**src/rtl/router_pkt_tx_if.sv**
```systemverilog
// Router packet-source bus: buffer fill, packet command/status and router-side byte stream.
// ROUTER_TX_PARITY_INJ_EN adds inj_parity to the command group.
interface router_pkt_tx_if #(
  parameter int BUF_DEPTH = 64
);
  localparam int CW = $clog2(BUF_DEPTH) + 1;

  logic          wr_en;
  logic [7:0]    wr_data;
  logic          buf_full;
  logic [CW-1:0] buf_count;
  logic          start;
  logic [1:0]    dest_addr;
  logic [5:0]    len;
  logic          tx_idle;
  logic          start_err;
  logic          busy;
  logic          err;
  logic          pkt_valid;
  logic [7:0]    data_out;
  logic          done;
  logic          err_flag;
  logic [15:0]   pkt_count;
`ifdef ROUTER_TX_PARITY_INJ_EN
  logic          inj_parity;

  modport master (
    output wr_en, wr_data, start, dest_addr, len, busy, err, inj_parity,
    input  buf_full, buf_count, tx_idle, start_err, pkt_valid, data_out, done, err_flag, pkt_count
  );
  modport slave (
    input  wr_en, wr_data, start, dest_addr, len, busy, err, inj_parity,
    output buf_full, buf_count, tx_idle, start_err, pkt_valid, data_out, done, err_flag, pkt_count
  );
`else
  modport master (
    output wr_en, wr_data, start, dest_addr, len, busy, err,
    input  buf_full, buf_count, tx_idle, start_err, pkt_valid, data_out, done, err_flag, pkt_count
  );
  modport slave (
    input  wr_en, wr_data, start, dest_addr, len, busy, err,
    output buf_full, buf_count, tx_idle, start_err, pkt_valid, data_out, done, err_flag, pkt_count
  );
`endif
endinterface

```
**src/rtl/router_pkt_tx.sv**
```systemverilog
// Packet source for the router input: header, buffered payload, then parity byte.
// Optional ROUTER_TX_PARITY_INJ_EN: flip parity bit 0 on request to provoke router err.
module router_pkt_tx #(
  parameter int BUF_DEPTH  = 64,
  parameter int IFG_CYCLES = 2
) (
  input  logic           router_clock,
  input  logic           resetn,
  router_pkt_tx_if.slave bus
);
  localparam int AW = $clog2(BUF_DEPTH);
  localparam int CW = AW + 1;
  localparam int GW = (IFG_CYCLES > 1) ? $clog2(IFG_CYCLES) : 1;

  typedef enum logic [2:0] {IDLE, HDR, PAY, PAR, GAP} state_t;

  logic [7:0]    mem [BUF_DEPTH];
  logic [AW-1:0] wr_ptr, rd_ptr;
  logic [CW-1:0] count;
  logic          full, push, pop;
  logic [7:0]    pop_data, hdr_byte;

  state_t        state, state_n;
  logic          accept, reject, consume, start_ok;
  logic [5:0]    remaining;
  logic [7:0]    parity;
  logic [GW-1:0] gap_cnt;
  logic          inj_q;

  logic [7:0]    data_q;
  logic          valid_q, done_q, start_err_q, err_flag_q;
  logic [15:0]   pkt_count_q;

  assign full     = (count == CW'(BUF_DEPTH));
  assign push     = bus.wr_en && !full;
  assign pop_data = mem[rd_ptr];
  assign hdr_byte = {bus.len, bus.dest_addr};
  assign start_ok = (bus.dest_addr != 2'd3) && (bus.len != 6'd0) && (CW'(bus.len) <= count);

  // Payload buffer: storage needs no reset, only the pointers/count do.
  always_ff @(posedge router_clock)
    if (push) mem[wr_ptr] <= bus.wr_data;

  always_ff @(posedge router_clock or negedge resetn) begin
    if (!resetn) begin
      wr_ptr <= '0;
      rd_ptr <= '0;
      count  <= '0;
    end else begin
      if (push) wr_ptr <= wr_ptr + 1'b1;
      if (pop)  rd_ptr <= rd_ptr + 1'b1;
      case ({push, pop})
        2'b10:   count <= count + 1'b1;
        2'b01:   count <= count - 1'b1;
        default: ;
      endcase
    end
  end

  always_ff @(posedge router_clock or negedge resetn) begin
    if (!resetn) state <= IDLE;
    else         state <= state_n;
  end

  always_comb begin
    state_n = state;
    accept  = 1'b0;
    reject  = 1'b0;
    pop     = 1'b0;
    consume = !bus.busy && (state == HDR || state == PAY || state == PAR);
    case (state)
      IDLE: if (bus.start) begin
        if (start_ok) begin
          accept  = 1'b1;
          state_n = HDR;
        end else begin
          reject  = 1'b1;
        end
      end
      HDR: if (consume) begin
        pop     = 1'b1;
        state_n = PAY;
      end
      PAY: if (consume) begin
        if (remaining > 6'd1) pop = 1'b1;
        else                  state_n = PAR;
      end
      PAR: if (consume) state_n = GAP;
      GAP: if (gap_cnt == GW'(IFG_CYCLES - 1)) state_n = IDLE;
      default: state_n = IDLE;
    endcase
  end

`ifdef ROUTER_TX_PARITY_INJ_EN
  always_ff @(posedge router_clock or negedge resetn) begin
    if (!resetn)     inj_q <= 1'b0;
    else if (accept) inj_q <= bus.inj_parity;
  end
`else
  assign inj_q = 1'b0;
`endif

  always_ff @(posedge router_clock or negedge resetn) begin
    if (!resetn) begin
      data_q      <= '0;
      valid_q     <= 1'b0;
      done_q      <= 1'b0;
      start_err_q <= 1'b0;
      err_flag_q  <= 1'b0;
      pkt_count_q <= '0;
      parity      <= '0;
      remaining   <= '0;
      gap_cnt     <= '0;
    end else begin
      start_err_q <= reject;
      done_q      <= 1'b0;
      case (state)
        IDLE: if (accept) begin
          data_q     <= hdr_byte;
          valid_q    <= 1'b1;
          err_flag_q <= 1'b0;
          parity     <= hdr_byte;
          remaining  <= bus.len;
        end
        HDR: if (consume) data_q <= pop_data;
        PAY: if (consume) begin
          parity    <= parity ^ data_q;
          remaining <= remaining - 6'd1;
          // Last payload byte: fold it into the parity that goes out next.
          if (pop) begin
            data_q  <= pop_data;
          end else begin
            data_q  <= parity ^ data_q ^ {7'd0, inj_q};
            valid_q <= 1'b0;
          end
        end
        PAR: if (consume) begin
          data_q      <= '0;
          done_q      <= 1'b1;
          pkt_count_q <= pkt_count_q + 16'd1;
          gap_cnt     <= '0;
        end
        GAP: begin
          gap_cnt <= gap_cnt + 1'b1;
          if (bus.err) err_flag_q <= 1'b1;
        end
        default: ;
      endcase
    end
  end

  assign bus.buf_full  = full;
  assign bus.buf_count = count;
  assign bus.tx_idle   = (state == IDLE);
  assign bus.start_err = start_err_q;
  assign bus.pkt_valid = valid_q;
  assign bus.data_out  = data_q;
  assign bus.done      = done_q;
  assign bus.err_flag  = err_flag_q;
  assign bus.pkt_count = pkt_count_q;
endmodule

```
**src/flat_wrapper.sv**
```systemverilog
// flat-port wrapper written by rule: the top's interface ports become plain ports
module router_pkt_tx_flat 
#(
  parameter int BUF_DEPTH  = 64,
  parameter int IFG_CYCLES = 2
)
  (router_clock, resetn, bus_wr_en, bus_wr_data, bus_start, bus_dest_addr, bus_len, bus_busy, bus_err, bus_buf_full, bus_buf_count, bus_tx_idle, bus_start_err, bus_pkt_valid, bus_data_out, bus_done, bus_err_flag, bus_pkt_count);
  router_pkt_tx_if #(.BUF_DEPTH(BUF_DEPTH)) bus_i ();
  input  logic router_clock;
  input  logic resetn;
  input wire logic [$bits(bus_i.wr_en)-1:0] bus_wr_en;
  input wire logic [$bits(bus_i.wr_data)-1:0] bus_wr_data;
  input wire logic [$bits(bus_i.start)-1:0] bus_start;
  input wire logic [$bits(bus_i.dest_addr)-1:0] bus_dest_addr;
  input wire logic [$bits(bus_i.len)-1:0] bus_len;
  input wire logic [$bits(bus_i.busy)-1:0] bus_busy;
  input wire logic [$bits(bus_i.err)-1:0] bus_err;
  output wire logic [$bits(bus_i.buf_full)-1:0] bus_buf_full;
  output wire logic [$bits(bus_i.buf_count)-1:0] bus_buf_count;
  output wire logic [$bits(bus_i.tx_idle)-1:0] bus_tx_idle;
  output wire logic [$bits(bus_i.start_err)-1:0] bus_start_err;
  output wire logic [$bits(bus_i.pkt_valid)-1:0] bus_pkt_valid;
  output wire logic [$bits(bus_i.data_out)-1:0] bus_data_out;
  output wire logic [$bits(bus_i.done)-1:0] bus_done;
  output wire logic [$bits(bus_i.err_flag)-1:0] bus_err_flag;
  output wire logic [$bits(bus_i.pkt_count)-1:0] bus_pkt_count;
  assign bus_i.wr_en = bus_wr_en;
  assign bus_i.wr_data = bus_wr_data;
  assign bus_i.start = bus_start;
  assign bus_i.dest_addr = bus_dest_addr;
  assign bus_i.len = bus_len;
  assign bus_i.busy = bus_busy;
  assign bus_i.err = bus_err;
  assign bus_buf_full = bus_i.buf_full;
  assign bus_buf_count = bus_i.buf_count;
  assign bus_tx_idle = bus_i.tx_idle;
  assign bus_start_err = bus_i.start_err;
  assign bus_pkt_valid = bus_i.pkt_valid;
  assign bus_data_out = bus_i.data_out;
  assign bus_done = bus_i.done;
  assign bus_err_flag = bus_i.err_flag;
  assign bus_pkt_count = bus_i.pkt_count;
  router_pkt_tx #(.BUF_DEPTH(BUF_DEPTH), .IFG_CYCLES(IFG_CYCLES)) u_core (.router_clock(router_clock), .resetn(resetn), .bus(bus_i));
endmodule
```
**config.mk**
```make
export PLATFORM = sky130hd
export DESIGN_NAME = router_pkt_tx_flat
export DESIGN_NICKNAME = d
export VERILOG_FILES = /design/src/rtl/router_pkt_tx_if.sv /design/src/rtl/router_pkt_tx.sv /design/src/flat_wrapper.sv
export SDC_FILE = /design/constraint.sdc
export NUM_CORES = 1
export LEC_CHECK = 0
export BUFFER_PORTS_ARGS = -buffer_cell sky130_fd_sc_hd__buf_2
export CAP_MARGIN = 20
export CORE_ASPECT_RATIO = 1.1
export CORE_MARGIN = 2
export CORE_UTILIZATION = 49
export DETAILED_ROUTE_END_ITERATION = 6
export PLACE_DENSITY = 0.74
export SYNTH_ARGS = -nofsm -noshare
export SYNTH_HDL_FRONTEND = slang
export SYNTH_SLANG_ARGS = --single-unit
export TNS_END_PERCENT = 20
```
**constraint.sdc**
```tcl
create_clock -name router_clock -period 3.6 [get_ports router_clock]
set_input_delay 0.18 -clock router_clock [delete_from_list [all_inputs] [get_ports router_clock]]
set_output_delay 0.18 -clock router_clock [all_outputs]
set_load 0.005 [all_outputs]
```
# Word level (Yosys, flattened, before mapping)
# Memories as Yosys holds them, arrays and structs flattened.
# Index checks and enable logic that the tools add are counted.
[op_classes] addsub=7 magnitude_cmp=2 eq_ne=18 n_mux=42 bitwise=1 n_reduce_logical=22
[op_table] cell="two-way mux 8 bit" count=6
[op_table] cell="case mux 8 bit (4 select lines)" count=1
[op_table] cell="two-way mux 3 bit" count=7
[op_table] cell="two-way mux 1 bit" count=18
[op_table] cell="adder 16 x 1 -> 16 bit, second input constant" count=1
[op_table] cell="case mux 8 bit (2 select lines)" count=1
[op_table] cell="case mux 3 bit (5 select lines)" count=1
[op_table] cell="case mux 7 bit (2 select lines)" count=1
[op_table] cell="adder 6 x 1 -> 6 bit, second input constant" count=2
[op_table] cell="two-way mux 6 bit" count=2
[op_table] cell="!= test 2 x 1 -> 1 bit, second input constant" count=6
[op_table] cell="case mux 6 bit (2 select lines)" count=1
[op_table] cell="!= test 2 bit, second input constant" count=5
[op_table] cell="case mux 1 bit (2 select lines)" count=4
[op_table] cell="nonzero test 2 bit" count=4
[op_table] cell="bitwise XOR 8 bit" count=1
[op_table] cell="adder 7 x 1 -> 7 bit, second input constant" count=1
[op_table] cell="equality test 7 bit, second input constant" count=1
[op_table] cell="less-or-equal comparator 6 x 7 -> 1 bit" count=1
[op_table] cell="AND reduction 7 bit" count=1
[op_table] cell="subtractor 7 x 1 -> 7 bit, second input constant" count=1
[op_table] cell="equality test 3 x 2 -> 1 bit, second input constant" count=2
[op_table] cell="> comparator 6 x 1 -> 1 bit, second input constant" count=1
[op_table] cell="AND reduction 3 bit" count=2
[op_table] cell="other kinds (15)" count=21
[word_totals] regBits=65 ram_bits=512 inputBits=22 output_inout_bits=37 word_cells=106 memories=1
[mem_list] name="u_core.mem" depth=64 word_bits=8 read_ports=1 rd_clocked_by_memory_dff=0 write_ports=1 line_no="router_pkt_tx.sv:17" source="logic [7:0] mem [BUF_DEPTH];"

# Longest topological paths before layout
# Gate-level depths: netlist of the first run.
[depth] ltp_word=9 mapped_depth=18 ltp_nobuf=16

# Least setup slack after synthesis of the first run
# OpenSTA, ideal clock, no wires.
[synth_timing] path_type="register to register" startpoint="register u_core.remaining[4]" endpoint="register u_core.count[6] (netlist: u_core.bus.buf_count[6])" setup_time_ns=0.128 arrival_ns=3.274 required_ns=3.472 path_slack_ns=0.198 stages_incl_launch_ff=17 n_path_buf=2 synth_period_minus_slack_ns=3.402 cell_sequence="dfrtp_1 > or3_1 > nor3_2 > o21ai_0 > and2_1 > clkbuf_1 > ha_1 > buf_1 > xor2_1 > ha_1 > or3_1 > o21ai_0 > a21oi_1 > nor3b_1 > o21ai_0 > a21oi_1 > xor2_1"
[synth_via] elab_chain_len=6 elab_cells_between_ends=8 classes_between="order compare (1); eq/ne (2); mux (4); reduce/logical (1)"
[synth_rtl] element="start: declaration" line_no="router_pkt_tx.sv:25" source="logic [5:0] remaining;"
[synth_rtl] element="start signal: assignment" line_no="router_pkt_tx.sv:123" source="remaining <= bus.len;"
[synth_rtl] element="start signal: assignment" line_no="router_pkt_tx.sv:128" source="remaining <= remaining - 6'd1;"
[synth_rtl] element="> comparator 6 x 1 -> 1 bit *" line_no="router_pkt_tx.sv:85" source="if (remaining > 6'd1) pop = 1'b1;"
[synth_rtl] element="two-way mux 1 bit *" line_no="router_pkt_tx.sv:85"
[synth_rtl] element="two-way mux 1 bit *" line_no="router_pkt_tx.sv:84" source="PAY: if (consume) begin"
[synth_rtl] element="case mux 1 bit (2 select lines) *" line_no="router_pkt_tx.sv:71" source="case (state)"
[synth_rtl] element="equality test 2 x 1 -> 1 bit / equality test 2 bit (equally long branches)" line_no="router_pkt_tx.sv:52" source="case ({push, pop})"
[synth_rtl] element="case mux 7 bit (2 select lines) / nonzero test 2 bit (equally long branches)"
[synth_rtl] element="end signal: assignment" line_no="router_pkt_tx.sv:53" source="2'b10: count <= count + 1'b1;"
[synth_rtl] element="end signal: assignment" line_no="router_pkt_tx.sv:54" source="2'b01: count <= count - 1'b1;"
[synth_rtl] element="end: declaration" line_no="router_pkt_tx.sv:19" source="logic [CW-1:0] count;"
# Every way passes the cells marked *; elsewhere a longest branch is shown, timed or not.
# A chain may end at the register's enable or synchronous reset.

# Final worst setup path of the first run
# Same ends and word-level chain as after synthesis.

==> results.toml, run 1 <==
[routing]
wl_um = 51700
wl_per_cell_um = 24.5
vias_per_cell = 6.04
ant_nets = 0
drcViolationCount = 0
vias = 12800
first_pass_iters = 5
dr.first_iter.drc_count = 1488

[sta]
worst_pin_slew_ns = 1.07
min_period_ns = 3.20
relSlewSlack = 0.288
skew_ns = 0.0161
final.period_utilization = 0.890
fmax_ghz = 0.312
hold_viol = 0
grt_setup_unrepaired = "false"
finalSetupViolations = 0
layout_setup_ws_ns = 0.396
drv_slew = 0
timing.setup.tns_ns = 0

[cts]
clk_latency_ns = 0.61
clock_path_buffers = 3
htreeDepth = 2
clkTransAtPathRegs_ns = 0.06
numCtsBuffers = 54
cts_root_buf = "clkbuf_16"
clkSinkCount = 577
tritoncts = "built"

[layout]
nFillCells = 3403
diodes = 0
drive_gt1_frac = 0.237
area_delta_synth_final_pct = 15.0
final_cell_mix = "edfxtp_1 (512), buf_4 (105), mux4_2 (96), nor2_1 (93), a21oi_1 (67)"
nets = 1513
final_common_cell = "edfxtp_1"

[grt]
grt_overflow = 0
grt_max_degree = 65
grt_util_all_layers = 0.214
grt_pass1_vias = 12900
grt_pass1_wl_um = 78500
antenna_found_initial = 0

[synthesis]
yosys.cell_types.count = 53
yosys.area_share.xor_xnor = 0.0170
synthArstFlopShare = 0.113
syn_inst = 1311
ys_ff_latch = 577
synth_top_family_by_area = "multiplexers"
synth-simple-area-share = 0.0462
synth_edf_count = 512
synthMuxAreaShare = 0.122
avgSynthCellArea_um2 = 17.7
ys_seq_area_frac = 0.731
synthFlopType = "edfxtp_1"
synth_adder_area_share = 0.00754
yosys_warnings = 0
netlist_area_um2 = 23200
synth-compound-area-share = 0.0578
synth.net_count = 1347

[critical_path]
endpoint_kind = "flop"
startpoint_type = "flop"
crit_slowest_cell = "or3_1"
worstPathRequired_ns = 4.12
r2r_slack_ns = 0.40
cp_data_arrival_time_ns = 3.72
crit_type = "flop to flop"
slowest_delay_ns = 0.43
path_cells = "or3_1 > nor3_4 > o21ai_0 > and2_1 > ha_1 > xor2_1 > ha_1 > a21boi_0 > o22ai_1 > a21oi_1 > nor3b_1 > o21ai_0 > a21oi_1 > xor2_1"
cp_max_fo = 5

[floorplanning]
initial_utilization = 0.497
io_pins = 59
die_area_um2 = 49200
rows = 83
die_y_um = 232
die_w_um = 212
core_um2 = 46700

[power]
power-per-cell-area_nw_per_um2 = 746
p_leak_nw = 9.16
peakVddDrop_uv = 397

[placement]
routabilityCongestion = 0.851
dpl.hpwl_um = 31700
io_buffers = 58
post-place-ws_ns = 0.394

[worst_hold_path]
worstHoldPathType = "input pin to flop"

[flow_run]
cap_violations = 0

[outcome]
status = "complete, no violations"
[routing by layer]
layer / global-route usage / share of wire / vias to the layer above
met5: 0 / 0 / -
met3: 0.0296 / 0.063 / 93
met1: 0.284 / 0.40 / 6573
li1: - / - / 5583
met4: 0.0810 / 0.030 / 0
met2: 0.360 / 0.50 / 521
[final timing paths]
check	from	end	cells after the start
max	u_core.remaining[4]	u_core.bus.buf_count[6]	14
min	bus_wr_data[4]	u_core.mem[0][4]	1
max reg2reg	u_core.remaining[4]	u_core.bus.buf_count[6]	14
min reg2reg	u_core.bus.pkt_count[15]	u_core.bus.pkt_count[15]	1
max in group asynchronous	resetn	u_core.bus.pkt_count[9]	3
min in group asynchronous	resetn	u_core.bus.buf_count[0]	2
[cell usage after synthesis (6+ instances only)]
cell,instances,area [um2]
or3_1,13,81.3
a22o_1,17,149
a21oi_1,67,335
and3_1,7,43.8
xor2_1,18,158
o221ai_1,16,140
buf_1,9,33.8
ha_1,14,175
a2111oi_0,8,70.1
nand3b_1,7,52.6
buf_4,9,67.6
mux4_2,96,2160
a2111oi_1,6,60.1
mux2i_1,64,641
buf_2,20,100
edfxtp_1,512,15400
nand2_1,44,165
nor2_1,94,353
o21ai_0,18,90.1
a222oi_1,8,80.1
clkbuf_1,33,124
inv_1,11,41.3
a31oi_1,10,62.6
a22oi_1,16,120
dfrtp_1,65,1630
o22ai_1,19,119
xnor2_1,27,236
nand3_1,25,125
[registers in the layout (all words and copies together), names as in the netlist]
| signal | flops |
|---|---|
| u_core.state | 3 |
| u_core.mem | 512 |
| u_core.bus.start_err | 1 |
| u_core.bus.done | 1 |
| u_core.bus.err_flag | 1 |
| u_core.bus.pkt_count | 16 |
| u_core.bus.pkt_valid | 1 |
| u_core.bus.buf_count | 7 |
| u_core.gap_cnt | 1 |
| u_core.parity | 8 |
| u_core.wr_ptr | 6 |
| u_core.rd_ptr | 6 |
| u_core.remaining | 6 |
| u_core.bus.data_out | 8 |
[cell type report]
cell class,count,area [um2],area share
flip-flops and latches,577,17000,0.637
inverters,11,41.3,0.00155
multi-input cells,647,5840,0.218
repair buffers,186,1400,0.0523
well taps,595,744,0.0279
clock inverters,19,186,0.00698
clock buffers,78,1510,0.0564
[worst max-delay path, delay by kind of cell (launching register included)]
family                   cells  cell delay (ns)
adder cells (fa/ha/maj)      2             0.42
XOR/XNOR                     2             0.32
flip-flops                   1             0.39
AO/OA/AOI/OAI                6             0.89
AND/OR/NAND/NOR              4             1.10
[metrics by stage]
step	hold slack [ns]	instances	util	instance area (um2)	total power, mW
2_1_floorplan	-0.116	1311	-	23200	12.3
3_3_place_gp	0.370	1994	0.529	24700	14.3
3_5_place_dp	0.364	1994	0.529	24700	14.5
4_1_cts	0.00358	2103	0.568	26600	20.0
5_1_grt	0.00624	2113	0.572	26700	20.7
6_report	0.000545	2113	0.572	26700	19.9
[power breakdown]
group / internal [mW] / switching, mW / total (mW) / leakage [nW]
Sequential: 7.78 / 0.596 / 8.38 / 5.40
Clock: 3.18 / 2.34 / 5.52 / 0.829
Combinational: 2.67 / 3.36 / 6.03 / 2.93
Total: 13.6 / 6.30 / 19.9 / 9.16
[cells by family (layout without fill, tap and decap cells)]
| kind of cell | after synthesis | count (layout) |
|---|---|---|
| flip-flops | 577 | 577 |
| AND/OR/NAND/NOR | 228 | 228 |
| AO/OA/AOI/OAI | 197 | 197 |
| multiplexers | 163 | 163 |
| buffers and inverters | 87 | 294 |
| XOR/XNOR | 45 | 45 |
| adder cells (fa/ha/maj) | 14 | 14 |
[what timing repair did]
action | in CTS | in global routing
endpoints found under the hold margin | 59 | 21
hold buffers | 12 | 2
endpoints found under the setup margin | 0 | 1
buffers inserted | 0 | 0
resized for setup | 0 | 1
(Power assumes the default switching activity.)
==> inputs of run 2 (changes only) <==
Settings changed: CORE_ASPECT_RATIO 1.1 to 2.
==> run 2 against run 1 <==
  * Clock skew grew 0.0050 ns
  * Count of clock-buffer cells in the layout shrank 26
  * Non-clock buffer count shrank 26
  * Sequential share of layout area grew 0.90 points
  * Clock power shrank 8.2%
  * Register-to-register slack lost 0.12 ns
  * Largest cell class unchanged
  * Power shrank 2.8%
  * Utilization shrank 0.88 points
==> results.toml, run 2 (synthesized netlist as in run 1, its figures left out) <==
[sta]
min_period_ns = 3.33
worst_pin_slew_ns = 0.978
hold-worst-slack_ns = 0.0250
relSlewSlack = 0.348
hold_viol = 0
grt_setup_unrepaired = "false"
finalSetupViolations = 0
fmax_ghz = 0.300
skew_ns = 0.0210
drv_slew = 0
final.period_utilization = 0.925
timing.setup.tns_ns = 0

[placement]
dp.cells = 2006
dpl.hpwl_um = 35300
routabilityCongestion = 0.855
io_buffers = 58

[grt]
grt_overflow = 0
grt_util_all_layers = 0.221
antenna_found_initial = 0
grt_pass1_wl_um = 80200
grt_max_degree = 68
grt_pass1_vias = 13300

[cts]
clkSinkCount = 577
numCtsBuffers = 45
post_cts.repair.setup_buffers = 0
tritoncts = "built"
htreeDepth = 2
clk_latency_ns = 0.58
clkTransAtPathRegs_ns = 0.07
clock_path_buffers = 3
cts_root_buf = "clkbuf_16"

[layout]
largest-register = "u_core.mem"
nets = 1478
stdcell_count = 2103
final_cell_mix = "edfxtp_1 (512), mux4_2 (96), nor2_1 (93), buf_4 (84), a21oi_1 (67)"
diodes = 0
drive_gt1_frac = 0.228
largest_reg_flops = 512
final_common_cell = "edfxtp_1"
area_delta_synth_final_pct = 13.4
final_core_util = 0.563

[floorplanning]
die_y_um = 312
rows = 112
die_w_um = 158
die_area_um2 = 49300
core_um2 = 46800
initial_utilization = 0.497
io_pins = 59

[critical_path]
cp_top_family = "simple AND/OR/NAND/NOR gates"
path_cells = "or3_1 > nor3_4 > o21ai_0 > and2_1 > ha_1 > xor2_1 > ha_1 > a21boi_0 > o22ai_1 > a21oi_1 > nor3b_1 > o21ai_0 > a21oi_1 > xor2_1"
worstPathRequired_ns = 4.10
startpoint_type = "flop"
cp_max_fo = 5
path_buf_inv = 0
endpoint_kind = "flop"
crit_type = "flop to flop"
cp_data_arrival_time_ns = 3.82
slowest_delay_ns = 0.46
crit_slowest_cell = "or3_1"

[power]
peakVddDrop_uv = 436
power_frac_seq = 0.434
p_sw_mw = 6.25
cellInternalPower_mw = 13.1
switching_share = 0.322
clkPwrFrac = 0.262
p_comb_frac = 0.304
power_mw = 19.4
power-per-cell-area_nw_per_um2 = 735
p_leak_nw = 8.93

[routing]
wl_um = 54100
vias = 12600
dr.first_iter.drc_count = 1137
vias_per_cell = 6.01
drcViolationCount = 0
wl_per_cell_um = 25.7
ant_nets = 0
first_pass_iters = 6

[worst_hold_path]
worstHoldPathType = "input pin to flop"

[flow_run]
cap_violations = 0

[outcome]
status = "complete, no violations"
-- run 2: stage by stage --
stage	setup slack [ns]	cell area (um2)
final	0.272	26400
after global routing	0.0302	26400
after global placement	0.361	24600
after detailed placement	0.273	24600
after CTS	0.226	26200
after floorplan	0.198	23200
-- run 2: final cells by class --
class | instances | area (um2)
clock inverters | 29 | 327
well taps | 627 | 785
repair buffers | 160 | 1180
multi-input cells | 647 | 5840
flip-flops and latches | 577 | 17000
inverters | 11 | 41.3
clock buffers | 52 | 1170
fillers | 3517 | 20500
-- run 2: path summary, 6_finish.rpt --
path                                           from                        to  slack (ns)  depth (start not counted)
max                             u_core.remaining[4]   u_core.bus.buf_count[6]        0.27                         14
min                                      bus_len[2]       u_core.remaining[2]        0.02                          3
max reg2reg                     u_core.remaining[4]   u_core.bus.buf_count[6]        0.27                         14
min reg2reg                u_core.bus.pkt_count[15]  u_core.bus.pkt_count[15]        0.49                          1
max in group asynchronous                    resetn   u_core.bus.pkt_count[5]        2.25                          5
min in group asynchronous                    resetn   u_core.bus.buf_count[3]        0.52                          3
-- run 2: worst register-to-register path: cells and delay by family (launching register included) --
kind	cells	cell delay, ns
AOI/OAI and AO/OA	6	0.95
adders and majority gates	2	0.43
xor gates and xnor gates	2	0.30
DFF	1	0.41
and+or+nand+nor	4	1.17
-- run 2: power by group through the flow --
| stage | sequential, mW | combinational, mW | clock (mW) |
|---|---|---|---|
| 3_3_place_gp | 8.50 | 5.69 | 0 |
| 5_1_grt | 8.46 | 6.26 | 5.35 |
| 6_report | 8.41 | 5.90 | 5.07 |
| 3_5_place_dp | 8.54 | 5.82 | 0 |
| 4_1_cts | 8.40 | 5.88 | 5.15 |
| 2_1_floorplan | 8.17 | 4.17 | 0 |
-- run 2: per-layer routing --
| metal | vias up | wire (um) | track usage |
|---|---|---|---|
| li1 | 5484 | - | - |
| met1 | 6498 | 18100 | 0.235 |
| met2 | 505 | 29800 | 0.407 |
| met3 | 152 | 2610 | 0.0265 |
| met4 | 0 | 3610 | 0.136 |
| met5 | - | 0 | 0 |
-- run 2: what timing repair did --
| action | 4_1_cts | 5_1_grt |
|---|---|---|
| endpoints found under the setup margin | 0 | 1 |
| endpoints found under the hold margin | 52 | 14 |
| gates resized for setup | 0 | 1 |
| hold buffers | 8 | 2 |
==> inputs of run 3 (changes only) <==
Settings changed: MAX_ROUTING_LAYER set to met4.
==> run 3 against run 2 <==
  * Hold slack worse by 0.0057 ns
  * Worst setup slack worse by 0.0057 ns
  * Die area unchanged
  * Sequential share of layout area unchanged
  * Sequential cell count unchanged
  * Largest cell class unchanged
  * Highest routed layer unchanged
==> results.toml, run 3 (synthesized netlist as in run 1, its figures left out) <==
[outcome]
status = "complete, no violations"

[power]
clkPwrFrac = 0.262
power-per-cell-area_nw_per_um2 = 735
p_comb_frac = 0.304
switching_share = 0.322
cellInternalPower_mw = 13.1
power_frac_seq = 0.434
p_sw_mw = 6.24
p_leak_nw = 8.93
peakVddDrop_uv = 433

[layout]
drive_gt1_frac = 0.228
area_delta_synth_final_pct = 13.4
diodes = 0
final_common_cell = "edfxtp_1"
largest-register = "u_core.mem"
nFillCells = 3517
finish.instance_area_um2 = 26400
final_cell_mix = "edfxtp_1 (512), mux4_2 (96), nor2_1 (93), buf_4 (84), a21oi_1 (67)"
largest_reg_flops = 512
nets = 1478

[routing]
first_pass_iters = 5
wl_um = 53900
vias = 12600
dr.first_iter.drc_count = 1124
drcViolationCount = 0
wl_per_cell_um = 25.6
ant_nets = 0
vias_per_cell = 6.01

[grt]
grt_pass1_vias = 13300
grt_max_degree = 68
grt_overflow = 0
grt_pass1_wl_um = 80100
antenna_found_initial = 0
grt_util_all_layers = 0.228

[cts]
htreeDepth = 2
post_cts.repair.setup_buffers = 0
clkSinkCount = 577
numCtsBuffers = 45
cts_root_buf = "clkbuf_16"
clk_latency_ns = 0.58
clock_path_buffers = 3
tritoncts = "built"
clkTransAtPathRegs_ns = 0.07

[sta]
skew_ns = 0.0212
grt_setup_unrepaired = "false"
timing.setup.tns_ns = 0
hold-worst-slack_ns = 0.0193
min_period_ns = 3.33
relSlewSlack = 0.367
fmax_ghz = 0.300
worst_pin_slew_ns = 0.943
hold_viol = 0
drv_slew = 0
final.period_utilization = 0.926
finalSetupViolations = 0

[critical_path]
crit_type = "flop to flop"
cp_max_fo = 5
r2r_slack_ns = 0.27
cp_data_arrival_time_ns = 3.83
worstPathRequired_ns = 4.10
endpoint_kind = "flop"
startpoint_type = "flop"

[placement]
dpl.hpwl_um = 35300
placed_area_um2 = 24600
io_buffers = 58
routabilityCongestion = 0.870

[floorplanning]
die_w_um = 158
die_area_um2 = 49300
rows = 112
initial_utilization = 0.497
io_pins = 59
core_um2 = 46800
die_y_um = 312

[worst_hold_path]
worstHoldPathType = "input pin to flop"

[flow_run]
cap_violations = 0
==> run 3: critical path, cell delays in order, from the launching register on <==
cell and delay, ns:
dfrtp_1 0.40, or3_1 0.46, nor3_4 0.28, o21ai_0 0.12, and2_1 0.21, ha_1 0.23, xor2_1 0.15, ha_1 0.20
a21boi_0 0.19, o22ai_1 0.09, a21oi_1 0.27, nor3b_1 0.22, o21ai_0 0.10, a21oi_1 0.18, xor2_1 0.15
==> run 3: final timing paths <==
kind / startpoint / endpoint / cells past startpoint
hold reg to reg: u_core.bus.pkt_count[15] / u_core.bus.pkt_count[15] / 1
max in group asynchronous: resetn / u_core.bus.pkt_count[5] / 5
hold / removal: bus_len[2] / u_core.remaining[2] / 3
min in group asynchronous: resetn / u_core.bus.buf_count[5] / 3
setup / recovery: u_core.remaining[4] / u_core.bus.buf_count[6] / 14
setup reg to reg: u_core.remaining[4] / u_core.bus.buf_count[6] / 14
==> run 3: final cells by class <==
class	count	area, um2	share of cell area
Multi-Input combinational cell	647	5840	0.221
Sequential cell	577	17000	0.645
Clock inverter	29	327	0.0124
Timing Repair Buffer	160	1180	0.0448
Inverter	11	41.3	0.00157
Clock buffer	52	1170	0.0445
Tap cell	627	785	0.0298
==> run 3: power by group through the flow <==
| stage | Combinational, mW | Sequential [mW] | Clock (mW) |
|---|---|---|---|
| after floorplan | 4.17 | 8.17 | 0 |
| after global placement | 5.69 | 8.50 | 0 |
| after detailed placement | 5.82 | 8.54 | 0 |
| after CTS | 5.88 | 8.40 | 5.15 |
| after global routing | 6.26 | 8.46 | 5.36 |
| final | 5.90 | 8.40 | 5.07 |
==> run 3: timing repair <==
action | CTS | global route
endpoints found under the hold margin | 52 | 13
setup endpoints to repair | 0 | 1
gates resized for setup | 0 | 1
hold buffers | 8 | 2
==> run 3: metal layers <==
metal / vias up / share of wire / track usage
met4: 0 / 0.069 / 0.138
met1: 6446 / 0.33 / 0.235
met3: 164 / 0.049 / 0.0257
met2: 524 / 0.55 / 0.407
met5: - / 0 / -
li1: 5496 / - / -
==> run 3: through the flow <==
stage / util / setup WS [ns] / instances / total power, mW
2_1_floorplan: - / 0.198 / 1311 / 12.3
5_1_grt: 0.563 / 0.0302 / 2103 / 20.1
3_5_place_dp: 0.526 / 0.273 / 2006 / 14.4
6_report: 0.563 / 0.266 / 2103 / 19.4
4_1_cts: 0.560 / 0.226 / 2095 / 19.4
3_3_place_gp: 0.526 / 0.361 / 2006 / 14.2
